## src/rtl/cp0_unit_if.sv

```systemverilog
// Exception/CP0 access bus between the M-stage pipeline (master) and cp0_unit (slave).
interface cp0_unit_if;
  logic        en;
  logic [4:0]  CP0Add;
  logic [31:0] CP0In;
  logic [31:0] CP0Out;
  logic [31:0] VPC;
  logic        BDIn;
  logic [4:0]  ExcCodeIn;
  logic [5:0]  HWInt;
  logic        EXLClr;
  logic [31:0] EPCOut;
  logic        Req;

  modport master (
    output en, CP0Add, CP0In, VPC, BDIn, ExcCodeIn, HWInt, EXLClr,
    input  CP0Out, EPCOut, Req
  );

  modport slave (
    input  en, CP0Add, CP0In, VPC, BDIn, ExcCodeIn, HWInt, EXLClr,
    output CP0Out, EPCOut, Req
  );
endinterface

```

## src/rtl/cp0_unit.sv

```systemverilog
// Coprocessor 0 at the M stage: SR/Cause/EPC/PRId, exception and interrupt request, mfc0/mtc0.
// Optional `CP0_EPC_BYPASS_EN forwards a same-cycle mtc0 EPC write onto EPCOut.
module cp0_unit #(
  parameter logic [31:0] PRID_VALUE = 32'h2023_0007
) (
  input logic       clk,
  input logic       reset,
  cp0_unit_if.slave bus
);

  localparam logic [4:0] ADDR_SR    = 5'd12;
  localparam logic [4:0] ADDR_CAUSE = 5'd13;
  localparam logic [4:0] ADDR_EPC   = 5'd14;
  localparam logic [4:0] ADDR_PRID  = 5'd15;

  logic [5:0]  im_q, im_d;
  logic        exl_q, exl_d;
  logic        ie_q, ie_d;
  logic        bd_q, bd_d;
  logic [5:0]  ip_q, ip_d;
  logic [4:0]  exc_code_q, exc_code_d;
  logic [31:0] epc_q, epc_d;

  logic        int_req;
  logic        exc_req;
  logic        req;
  logic [31:0] victim_pc;

  assign int_req   = (|(bus.HWInt & im_q)) & ie_q & ~exl_q;
  assign exc_req   = (bus.ExcCodeIn != 5'd0) & ~exl_q;
  assign req       = ~reset & (int_req | exc_req);
  assign victim_pc = bus.VPC & 32'hFFFF_FFFC;
  assign bus.Req   = req;

  always_comb begin
    im_d       = im_q;
    exl_d      = exl_q;
    ie_d       = ie_q;
    bd_d       = bd_q;
    exc_code_d = exc_code_q;
    epc_d      = epc_q;
    ip_d       = bus.HWInt;
    if (req) begin
      // An exception drops any same-cycle mtc0 write.
      exl_d      = 1'b1;
      bd_d       = bus.BDIn;
      exc_code_d = int_req ? 5'd0 : bus.ExcCodeIn;
      epc_d      = bus.BDIn ? victim_pc - 32'd4 : victim_pc;
    end else if (bus.en) begin
      case (bus.CP0Add)
        ADDR_SR: begin
          im_d  = bus.CP0In[15:10];
          exl_d = bus.CP0In[1];
          ie_d  = bus.CP0In[0];
        end
        ADDR_EPC: epc_d = bus.CP0In;
        default: ;
      endcase
    end
    if (bus.EXLClr) exl_d = 1'b0;
  end

  always_ff @(posedge clk) begin
    if (reset) begin
      im_q       <= '0;
      exl_q      <= 1'b0;
      ie_q       <= 1'b0;
      bd_q       <= 1'b0;
      ip_q       <= '0;
      exc_code_q <= '0;
      epc_q      <= '0;
    end else begin
      im_q       <= im_d;
      exl_q      <= exl_d;
      ie_q       <= ie_d;
      bd_q       <= bd_d;
      ip_q       <= ip_d;
      exc_code_q <= exc_code_d;
      epc_q      <= epc_d;
    end
  end

  always_comb begin
    case (bus.CP0Add)
      ADDR_SR:    bus.CP0Out = {16'b0, im_q, 8'b0, exl_q, ie_q};
      ADDR_CAUSE: bus.CP0Out = {bd_q, 15'b0, ip_q, 3'b0, exc_code_q, 2'b0};
      ADDR_EPC:   bus.CP0Out = epc_q;
      ADDR_PRID:  bus.CP0Out = PRID_VALUE;
      default:    bus.CP0Out = 32'd0;
    endcase
  end

`ifdef CP0_EPC_BYPASS_EN
  assign bus.EPCOut = (bus.en && bus.CP0Add == ADDR_EPC && !req) ? bus.CP0In : epc_q;
`else
  assign bus.EPCOut = epc_q;
`endif

endmodule

```

## src/flat_wrapper.sv

```systemverilog
// flat-port wrapper written by rule: the top's interface ports become plain ports
module cp0_unit_flat 
#(
  parameter logic [31:0] PRID_VALUE = 32'h2023_0007
)
  (clk, reset, bus_en, bus_CP0Add, bus_CP0In, bus_VPC, bus_BDIn, bus_ExcCodeIn, bus_HWInt, bus_EXLClr, bus_CP0Out, bus_EPCOut, bus_Req);
  cp0_unit_if bus_i ();
  input logic clk;
  input logic reset;
  input wire logic [$bits(bus_i.en)-1:0] bus_en;
  input wire logic [$bits(bus_i.CP0Add)-1:0] bus_CP0Add;
  input wire logic [$bits(bus_i.CP0In)-1:0] bus_CP0In;
  input wire logic [$bits(bus_i.VPC)-1:0] bus_VPC;
  input wire logic [$bits(bus_i.BDIn)-1:0] bus_BDIn;
  input wire logic [$bits(bus_i.ExcCodeIn)-1:0] bus_ExcCodeIn;
  input wire logic [$bits(bus_i.HWInt)-1:0] bus_HWInt;
  input wire logic [$bits(bus_i.EXLClr)-1:0] bus_EXLClr;
  output wire logic [$bits(bus_i.CP0Out)-1:0] bus_CP0Out;
  output wire logic [$bits(bus_i.EPCOut)-1:0] bus_EPCOut;
  output wire logic [$bits(bus_i.Req)-1:0] bus_Req;
  assign bus_i.en = bus_en;
  assign bus_i.CP0Add = bus_CP0Add;
  assign bus_i.CP0In = bus_CP0In;
  assign bus_i.VPC = bus_VPC;
  assign bus_i.BDIn = bus_BDIn;
  assign bus_i.ExcCodeIn = bus_ExcCodeIn;
  assign bus_i.HWInt = bus_HWInt;
  assign bus_i.EXLClr = bus_EXLClr;
  assign bus_CP0Out = bus_i.CP0Out;
  assign bus_EPCOut = bus_i.EPCOut;
  assign bus_Req = bus_i.Req;
  cp0_unit #(.PRID_VALUE(PRID_VALUE)) u_core (.clk(clk), .reset(reset), .bus(bus_i));
endmodule
```

## config.mk

```make
export PLATFORM = sky130hd
export DESIGN_NAME = cp0_unit_flat
export DESIGN_NICKNAME = d
export VERILOG_FILES = /design/src/rtl/cp0_unit_if.sv /design/src/rtl/cp0_unit.sv /design/src/flat_wrapper.sv
export SDC_FILE = /design/constraint.sdc
export NUM_CORES = 1
export LEC_CHECK = 0
export CORE_MARGIN = 4
export CORE_UTILIZATION = 44
export CTS_CLUSTER_SIZE = 10
export DETAILED_ROUTE_END_ITERATION = 12
export PLACE_DENSITY = 0.86
export SLEW_MARGIN = 30
export SYNTH_ARGS = -nofsm -noshare
export SYNTH_HDL_FRONTEND = slang
export SYNTH_SLANG_ARGS = --single-unit
export TNS_END_PERCENT = 5
```

## constraint.sdc

```tcl
create_clock -name clk -period 7.2 [get_ports clk]
set_clock_uncertainty 0.15 [all_clocks]
set_input_delay 1.08 -clock clk [delete_from_list [all_inputs] [get_ports clk]]
set_output_delay 1.08 -clock clk [all_outputs]
set_load 0.02 [all_outputs]
```

==> impl_metrics.csv, run 1 <==
group,metric,value,unit
run_status,status,"completed",
layout,drive_above_1_share,0.03740,
clocking,ctsHoldBuffers,0,
floorplan,die_w,91.89,um
routing,drtAntennaViolNets,0,
synth,synthesis.instances,380,
timing,fin_crit,5.232,ns
grt,gr-usage-met1,0.3014,
clocking,cts_made_buffers,5,
placement,place_congestion,0.8352,
pwr,p_comb_frac,0.278,
synth,async_flop_share,0,
routing,drtIter0Drc,199,
timing,setup_violations,0,
placement,portBuffers,147,
grt,first_global_vias,3224,
grt,grt.busiest_layer,"met2",
synth,seq_area_frac_synth,0.3362,
timing,max_freq,191.1,MHz
routing,wl_per_cell,17.24,um
timing,worst_pin_slew,0.9330,ns
worst_hold_path,hold_depth,2,
layout,instances_no_fill,604,
timing,rsz0062_at_grt,"false",
synth,synthTopCellsByArea,"dfxtp_1 34%, a211oi_1 12%, mux2i_1 8.4%",
floorplan,start_util,0.4533,
grt,overflow,0,
pwr,power,0.6750,mW
timing,max-slew-margin-rel,0.3780,
layout,antenna_cells,0,
placement,place_inst,596,
clocking,cts_resized,0,
floorplan,rows,30,
pwr,irDropWorstVdd,0.07244,mV
synth,syn_avg_cell_area,8.149,sq um
synth,netlist_area,0.003097,sq mm
synth,synth_top_family_by_area,"simple AND/OR/NAND/NOR gates",
synth,yosys.area.top_type,"dfxtp_1",
routing,drc,0,
pwr,power.share.sequential,0.473,
routing,first_pass_iters,5,
critical_path,reg2reg_from,"u_core.im_q[0]",
critical_path,reg2regPathDepth,5,
grt,grt_max_degree,54,
pwr,p_sw,0.2024,mW
routing,wirelength,10410,um
layout,fill_cells,582,
floorplan,die_h,91.89,um
synth,synth_nets,466,
critical_path,regToRegSetupSlack,4.95,ns
critical_path,required,5.97,ns
synth,synth_top_area_frac,0.3362,
worst_hold_path,hold_end,"u_core.bd_q",
critical_path,endpoint_kind,"output port",
synth,yosys_warnings,0,
synth,synthFlopType,"dfxtp_1",
synth,synth_common_cells,"58 x nor2_1, 52 x dfxtp_1, 48 x a211oi_1",
clocking,cts_setup_buffers,0,
synth,synth_simple_gate_area_frac,0.2642,
pwr,leakage,1.657,nW
routing,via_per_inst,5.568,
synth,synth.distinct_cells,39,
placement,dp_slack,2.080,ns
worst_hold_path,worstHoldStart,"u_core.bd_q",
placement,placed_area,0.004602,sq mm
critical_path,critPathKind,"in2out",
critical_path,r2r-end,"u_core.bus.EPCOut[29]",
floorplan,num_io_pins,150,
floorplan,die-area,0.008444,sq mm
clocking,clk_latency,0.30,ns
worst_hold_path,min_path_type,"reg2reg",
timing,hold_viol_final,0,
clocking,cts_sinks,52,
critical_path,startpoint_type,"primary input",
pwr,p_int,0.4726,mW
routing,num_vias,3363,
synth,ys_ff_latch,52,
clocking,clockRootBuffer,"clkbuf_8",
layout,fin_util,0.6864,
clocking,cts.htree.levels,2,
synth,synthMostInstantiatedCell,"nor2_1",
pwr,pwr-share-clk,0.249,
layout,synthToLayoutAreaGrowth,51.43,%
layout,final_net_count,593,
clocking,cts_buffer_depth,2,
placement,hpwl,7747,um
grt,grt_pass1_wl,16290,um
timing,timing_max_transition_violations_final,0,
run,drv_cap,0,
timing,finalCritPeriodShare,0.7267,
layout,final_area,0.004690,sq mm
clocking,cts_tree,"done",
grt,antenna_found_initial,0,
grt,grtUsageTotal,0.2366,
synth,synth-compound-area-share,0.2000,
timing,setup_tns,0,ns
synth,synth_edf_count,0,
critical_path,crit_arrival,4.00,ns
synth,synthMuxAreaShare,0.08404,
synth,synth_fa_ha_area_frac,0.004040,
synth,synth-xor-area-share,0.07071,
timing,fin_ws,1.968,ns
grt,use_met3,0.03774,
pwr,p_sw_frac,0.2998,
pwr,power_per_cell_area,143.9,mW/mm^2
grt,met2_usage,0.4136,
critical_path,path_max_fanout,14,
floorplan,core,0.006832,sq mm
clocking,path_clk_slew,0.09,ns
timing,whs,0.3099,ns
layout by cell type (no fill, tap or decap), types with 2 or more instances in the layout:
cell type and n:
a21boi_0 2, and3_1 14, mux2i_1 26, nor3_1 12
clkbuf_8 5, xnor2_1 18, and3b_1 3, dfxtp_1 52
nor2b_1 29, or3_1 3, nor2_1 58, a22oi_1 13
nand3_1 4, o21ai_0 4, a311oi_1 2, a21oi_1 14
clkdlybuf4s50_1 146, buf_4 3, nand4_1 2, nand2_1 12
nor4_1 8, a211oi_1 48, inv_1 3, clkinv_2 2
xor2_1 7
area by class of cell:
| type | instances | area (sq um) | share of cell area |
|---|---|---|---|
| multi-input combinational | 295 | 1941 | 0.4138 |
| inverter | 3 | 11.26 | 0.002401 |
| sequential | 52 | 1041 | 0.2220 |
| clock inverter | 3 | 18.77 | 0.004002 |
| tap | 96 | 120.1 | 0.02561 |
| clock buffer | 5 | 68.82 | 0.01467 |
| timing repair buffer | 150 | 1489 | 0.3175 |
critical path, cell delays in order:
cell	delay, ns
clkdlybuf4s50_1	0.91
nor2b_1	0.79
buf_4	0.30
a22oi_1	0.10
nor2_1	0.17
clkdlybuf4s50_1	0.64
cells by family after synthesis:
kind of cell | after synthesis
and+or+nand+nor | 156
AOI/OAI and AO/OA | 87
DFF | 52
buffers and inverters | 33
muxes | 26
xor gates and xnor gates | 25
adders and majority gates | 1
power groups by stage:
stage | registers, mW | clock network (mW) | logic [mW]
2_1_floorplan | 0.340 | 0 | 0.0679
3_3_place_gp | 0.325 | 0 | 0.183
3_5_place_dp | 0.325 | 0 | 0.186
4_1_cts | 0.319 | 0.173 | 0.188
5_1_grt | 0.322 | 0.180 | 0.201
6_report | 0.319 | 0.168 | 0.187
how the worst max path moves through the flow:
stage / startpoint / endpoint / slack (ns)
CTS: bus_CP0Add[1] / bus_CP0Out[31] / 2.05
global route: bus_CP0Add[1] / bus_CP0Out[31] / 1.85
finish: bus_CP0Add[1] / bus_CP0Out[31] / 1.97
global placement: bus_CP0Add[1] / bus_CP0Out[31] / 2.08
detailed placement: bus_CP0Add[1] / bus_CP0Out[6] / 2.08
floorplan: bus_HWInt[0] / bus_Req / 3.59
per-layer routing:
metal / share of wire / vias up
met4: 0.023 / 0
met5: 0 / -
met3: 0.063 / 19
met2: 0.49 / 136
met1: 0.42 / 1581
li1: - / 1627
registers in the layout, summed over array words and instances, names as in the netlist:
| signal | flops |
|---|---|
| u_core.bus.EPCOut | 32 |
| u_core.im_q | 6 |
| u_core.ip_q | 6 |
| u_core.exc_code_q | 5 |
| u_core.bd_q | 1 |
| u_core.exl_q | 1 |
| u_core.ie_q | 1 |
Note: power is estimated with default switching activity, not from simulation.
==> run 2: changes to the inputs <==
- CORE_UTILIZATION: 44 -> 41
- PLACE_DENSITY: 0.86 -> 0.81
- clock period: 7.2 -> 5.06 ns (I/O delays scaled with it)
==> run 2 against run 1 <==
Compared with the run above: core utilization is 3.4 points lower; via count is 0.83% lower; critical path depth stayed put; combinational power is 43% higher; highest routed layer unchanged.
==> impl_metrics.csv, run 2 (synthesis results as in run 1) <==
group,metric,value,unit
placement,hpwl,7890,um
pwr,p_sw_frac,0.2801,
pwr,p_int,0.7392,mW
pwr,power,1.027,mW
clocking,cts_setup_buffers,0,
timing,fin_ws,1.175,ns
critical_path,r2r-end,"u_core.im_q[1]",
worst_hold_path,worstHoldStart,"u_core.bd_q",
timing,timing_max_transition_violations_final,0,
layout,final_net_count,598,
grt,first_global_vias,3143,
critical_path,critPathKind,"in2out",
pwr,irDropWorstVdd,0.1118,mV
run_status,status,"completed",
placement,portBuffers,147,
run,drv_cap,0,
clocking,cts.htree.levels,2,
layout,final_cell_mix,"146 x clkdlybuf4s50_1, 58 x nor2_1, 52 x dfxtp_1",
routing,drtIter0Drc,168,
critical_path,path_buf_inv,4,
critical_path,regToRegSetupSlack,2.93,ns
routing,drtAntennaViolNets,0,
floorplan,rows,31,
pwr,p_sw,0.2876,mW
routing,drc,0,
clocking,cts_made_buffers,5,
clocking,cts_sinks,52,
critical_path,path_delay_family,"buffers and inverters",
critical_path,reg2reg_from,"u_core.im_q[2]",
grt,grt_pass1_wl,15730,um
routing,via_per_inst,5.449,
routing,num_vias,3335,
critical_path,slowest_delay,0.62,ns
floorplan,die_w,94.91,um
layout,largest_reg_flops,32,
floorplan,num_io_pins,150,
worst_hold_path,min_path_type,"reg2reg",
layout,fill_cells,646,
timing,fin_crit,3.885,ns
layout,antenna_cells,0,
clocking,clockRootBuffer,"clkbuf_8",
timing,setup_tns,0,ns
routing,wirelength,10390,um
placement,place_congestion,0.8587,
timing,whs,0.3126,ns
timing,setup_violations,0,
clocking,path_clk_slew,0.09,ns
critical_path,endpoint_kind,"output port",
grt,antenna_found_initial,0,
floorplan,start_util,0.4247,
placement,dp_slack,1.155,ns
critical_path,crit_cells,6,
routing,wl_per_cell,16.98,um
critical_path,crit_arrival,2.98,ns
critical_path,crit_path_top_delay_cell,"clkdlybuf4s50_1",
grt,grtUsageTotal,0.2209,
critical_path,reg2regPathDepth,5,
layout,drive_above_1_share,0.04678,
clocking,ctsHoldBuffers,0,
timing,max-slew-margin-rel,0.3969,
grt,overflow,0,
clocking,clk_latency,0.30,ns
layout,synthToLayoutAreaGrowth,53.74,%
timing,worst_pin_slew,0.9047,ns
critical_path,startpoint_type,"primary input",
pwr,power_per_cell_area,215.7,mW/mm^2
pwr,power.share.sequential,0.443,
routing,first_pass_iters,4,
pwr,leakage,1.698,nW
timing,rsz0062_at_grt,"false",
timing,max_freq,257.4,MHz
floorplan,die_h,94.91,um
floorplan,die-area,0.009007,sq mm
grt,grt_max_degree,54,
critical_path,cp_cell_sequence,"clkdlybuf4s50_1 -> buf_4 -> nor2b_1 -> buf_4 -> and3_1 -> clkdlybuf4s50_1",
pwr,p_comb_frac,0.261,
floorplan,core,0.007292,sq mm
layout,seq_area,0.001041,sq mm
clocking,cts_buffer_depth,2,
critical_path,required,4.15,ns
clocking,cts_tree,"done",
layout,final_common_cell,"clkdlybuf4s50_1",
layout,multiInputGateArea,0.001937,sq mm
worst_hold_path,hold_end,"u_core.bd_q",
timing,hold_viol_final,0,
worst_hold_path,hold_depth,2,
clocking,cts_resized,0,
pwr,pwr-share-clk,0.296,
critical_path,path_max_fanout,14,
timing,finalCritPeriodShare,0.7678,
[run 2: changes by cell type in the layout (fill, tap and decap cells not counted)]
| cell | delta |
|---|---|
| buf_4 | +5 |
| clkinv_2 | -2 |
| and3_2 | +1 |
| and3_4 | -1 |
| bufinv_16 | +1 |
| clkbuf_8 | +1 |
[run 2: cell type report]
cell class                      instances  share of cell area
Clock buffer                            6             0.01735
Clock inverter                          2            0.008147
Inverter                                3            0.002365
Multi-Input combinational cell        295              0.4068
Sequential cell                        52              0.2187
Tap cell                               99             0.02602
Timing Repair Buffer                  155              0.3206
[run 2: how the worst max path moves through the flow]
| stage | from | endpoint | slack (ns) |
|---|---|---|---|
| finish | bus_CP0Add[1] | bus_CP0Out[19] | 1.18 |
| global route | bus_CP0Add[1] | bus_CP0Out[30] | 1.03 |
| CTS | bus_CP0Add[1] | bus_CP0Out[19] | 1.15 |
| detailed placement | bus_CP0Add[1] | bus_CP0Out[19] | 1.15 |
| global placement | bus_CP0Add[1] | bus_CP0Out[19] | 1.16 |
| floorplan | bus_HWInt[0] | bus_Req | 2.09 |
[run 2: per-stage QoR]
stage,area [sq um],instances,utilization
6_report,4761,612,0.6529
5_1_grt,4761,612,0.6529
4_1_cts,4761,612,0.6529
3_5_place_dp,4639,604,0.6362
3_3_place_gp,4639,604,0.6362
2_1_floorplan,3097,380,-
[run 2: per-layer routing]
layer,vias to the layer above,global-route usage,routed length (um)
met1,1570,0.3072,4581
li1,1647,-,-
met3,10,0.02948,632
met4,0,0.05769,147
met5,-,0,0
met2,108,0.3594,5032
[run 2: worst reg2reg max path, cell delays in order, from the launching register on]
cell and delay [ns]:
dfxtp_1 0.34, a22oi_1 0.19, nand3_1 0.21, a311oi_2 0.79, mux2i_1 0.27, nor2_1 0.05
[run 2: power by group through the flow]
| stage | clock network [mW] | logic, mW | registers [mW] |
|---|---|---|---|
| 6_report | 0.304 | 0.268 | 0.455 |
| 4_1_cts | 0.310 | 0.268 | 0.455 |
| 5_1_grt | 0.327 | 0.288 | 0.459 |
| 3_5_place_dp | 0 | 0.267 | 0.464 |
| 2_1_floorplan | 0 | 0.0966 | 0.484 |
| 3_3_place_gp | 0 | 0.262 | 0.463 |
==> run 3: changes to the inputs <==
- clock period: 5.06 -> 3.58 ns (I/O delays scaled with it)
==> run 3 against run 2 <==
Compared with the run above: sequential power grew 41%; die area unchanged; register-to-register slack lost 1.4 ns; final cell count increased by 1.1%; hold slack worse by 0.0021 ns; critical path depth unchanged; non-clock buffer count grew 7; via count is 0.51% higher; clock power rose by 37%; critical endpoint is now bus_CP0Out[31].
==> impl_metrics.csv, run 3 (synthesis results as in run 1) <==
group,metric,value,unit
timing,hold_viol_final,0,
timing,setup_tns,0,ns
critical_path,path_delay_family,"buffers and inverters",
timing,worst_pin_slew,0.5860,ns
routing,dr_wl_met2,5036,um
routing,wl_per_cell,16.85,um
pwr,power_per_cell_area,299.3,mW/mm^2
critical_path,crit_arrival,2.50,ns
pwr,leakage,1.734,nW
routing,via_per_inst,5.415,
critical_path,path_max_fanout,19,
floorplan,num_io_pins,150,
layout,final_net_count,605,
routing,top_layer_used,"met4",
placement,hpwl,8033,um
layout,synthToLayoutAreaGrowth,56.04,%
clocking,path_clk_slew,0.09,ns
grt,grt_pass1_wl,16120,um
routing,num_vias,3352,
grt,antenna_found_initial,0,
clocking,cts_sinks,52,
floorplan,core,0.007292,sq mm
floorplan,start_util,0.4247,
pwr,irDropWorstVdd,0.1738,mV
routing,first_pass_iters,5,
run,drv_cap,0,
timing,finalCritPeriodShare,0.8916,
layout,antenna_cells,0,
layout,largest_reg_flops,32,
critical_path,slowest_delay,0.64,ns
grt,grt_max_degree,53,
clocking,clk_latency,0.31,ns
routing,wl_met3,599,um
clocking,cts_buffer_depth,2,
routing,wirelength,10430,um
timing,rsz0062_at_grt,"false",
layout,fill_cells,636,
routing,drtIter0Drc,205,
clocking,cts.htree.levels,2,
placement,place_congestion,0.8976,
routing,drt-met1-wl,4556,um
critical_path,endpoint_kind,"output port",
layout,final_cell_mix,"146 x clkdlybuf4s50_1, 58 x nor2_1, 52 x dfxtp_1",
routing,drtAntennaViolNets,0,
layout,seq_area,0.001041,sq mm
floorplan,die-area,0.009007,sq mm
layout,fin_util,0.6627,
critical_path,startpoint_type,"primary input",
grt,first_global_vias,3305,
clocking,cts_made_buffers,5,
layout,instances_no_fill,619,
clocking,cts_setup_buffers,0,
timing,max_freq,313.3,MHz
critical_path,critPathKind,"in2out",
timing,timing_max_transition_violations_final,0,
placement,place_inst,611,
clocking,clockRootBuffer,"clkbuf_8",
critical_path,cp_cell_sequence,"clkdlybuf4s50_1 -> nor2b_1 -> buf_4 -> a22oi_1 -> nor2_1 -> clkdlybuf4s50_1",
layout,drive_above_1_share,0.05962,
timing,max-slew-margin-rel,0.6082,
layout,final_common_cell,"clkdlybuf4s50_1",
critical_path,path_buf_inv,3,
floorplan,die_h,94.91,um
placement,portBuffers,147,
run_status,status,"completed",
critical_path,critical_path.most_common_cell,"clkdlybuf4s50_1",
floorplan,die_w,94.91,um
critical_path,crit_path_top_delay_cell,"clkdlybuf4s50_1",
grt,grtUsageTotal,0.2268,
critical_path,required,2.89,ns
timing,setup_violations,0,
grt,overflow,0,
routing,drc,0,
layout,multiInputGateArea,0.001937,sq mm
clocking,cts_resized,0,
clocking,ctsHoldBuffers,0,
clocking,cts_tree,"done",
timing,fin_crit,3.192,ns
worst_hold_path,min_path_type,"reg2reg",
floorplan,rows,31,
## run 3: changes by cell type in the layout (fill, tap and decap cells not counted), sizes merged
cell / delta
buf: +7
clkbuf: -1
clkinv: -1
clkinvlp: +1
inv: +1
## run 3: worst paths after layout
check        cells past startpoint  slack, ns                    end            from
max                              6       0.39         bus_CP0Out[31]   bus_CP0Add[0]
min                              2       0.31            u_core.bd_q     u_core.bd_q
max reg2reg                      6       1.53  u_core.bus.EPCOut[18]  u_core.im_q[2]
min reg2reg                      2       0.31            u_core.bd_q     u_core.bd_q
## run 3: worst reg2reg max path: stages (launching register included)
cell	delay, ns
dfxtp_1	0.34
a22oi_1	0.20
nand3_1	0.23
a31o_2	0.45
buf_12	0.22
a211oi_1	0.23
a211oi_1	0.09
## run 3: metal layers
layer / GRT usage / vias up
li1: - / 1655
met1: 0.2990 / 1554
met2: 0.3764 / 123
met3: 0.03745 / 20
met4: 0.07332 / 0
met5: 0 / -
## run 3: metrics by stage
| step | cell area, sq um | total power [mW] | hold slack [ns] | worst slack [ns] |
|---|---|---|---|---|
| after floorplan | 3097 | 0.8203 | 0.2860 | 1.008 |
| after global placement | 4717 | 1.032 | 0.2926 | 0.3833 |
| after detailed placement | 4717 | 1.040 | 0.2986 | 0.4155 |
| after CTS | 4832 | 1.454 | 0.3116 | 0.3905 |
| after global routing | 4832 | 1.509 | 0.3424 | 0.2552 |
| final | 4832 | 1.446 | 0.3106 | 0.3882 |
## run 3: cell type report
cell class,instances,area share
Sequential cell,52,0.2154
Timing Repair Buffer,162,0.3320
Multi-Input combinational cell,295,0.4008
Tap cell,99,0.02563
Inverter,3,0.002330
Clock buffer,5,0.01424
Clock inverter,3,0.009581
## run 3: report_power, final
group	internal [mW]	switching, mW	leakage (nW)
logic	0.205	0.180	1.25
registers	0.616	0.0271	0.431
clock network	0.211	0.207	0.0548
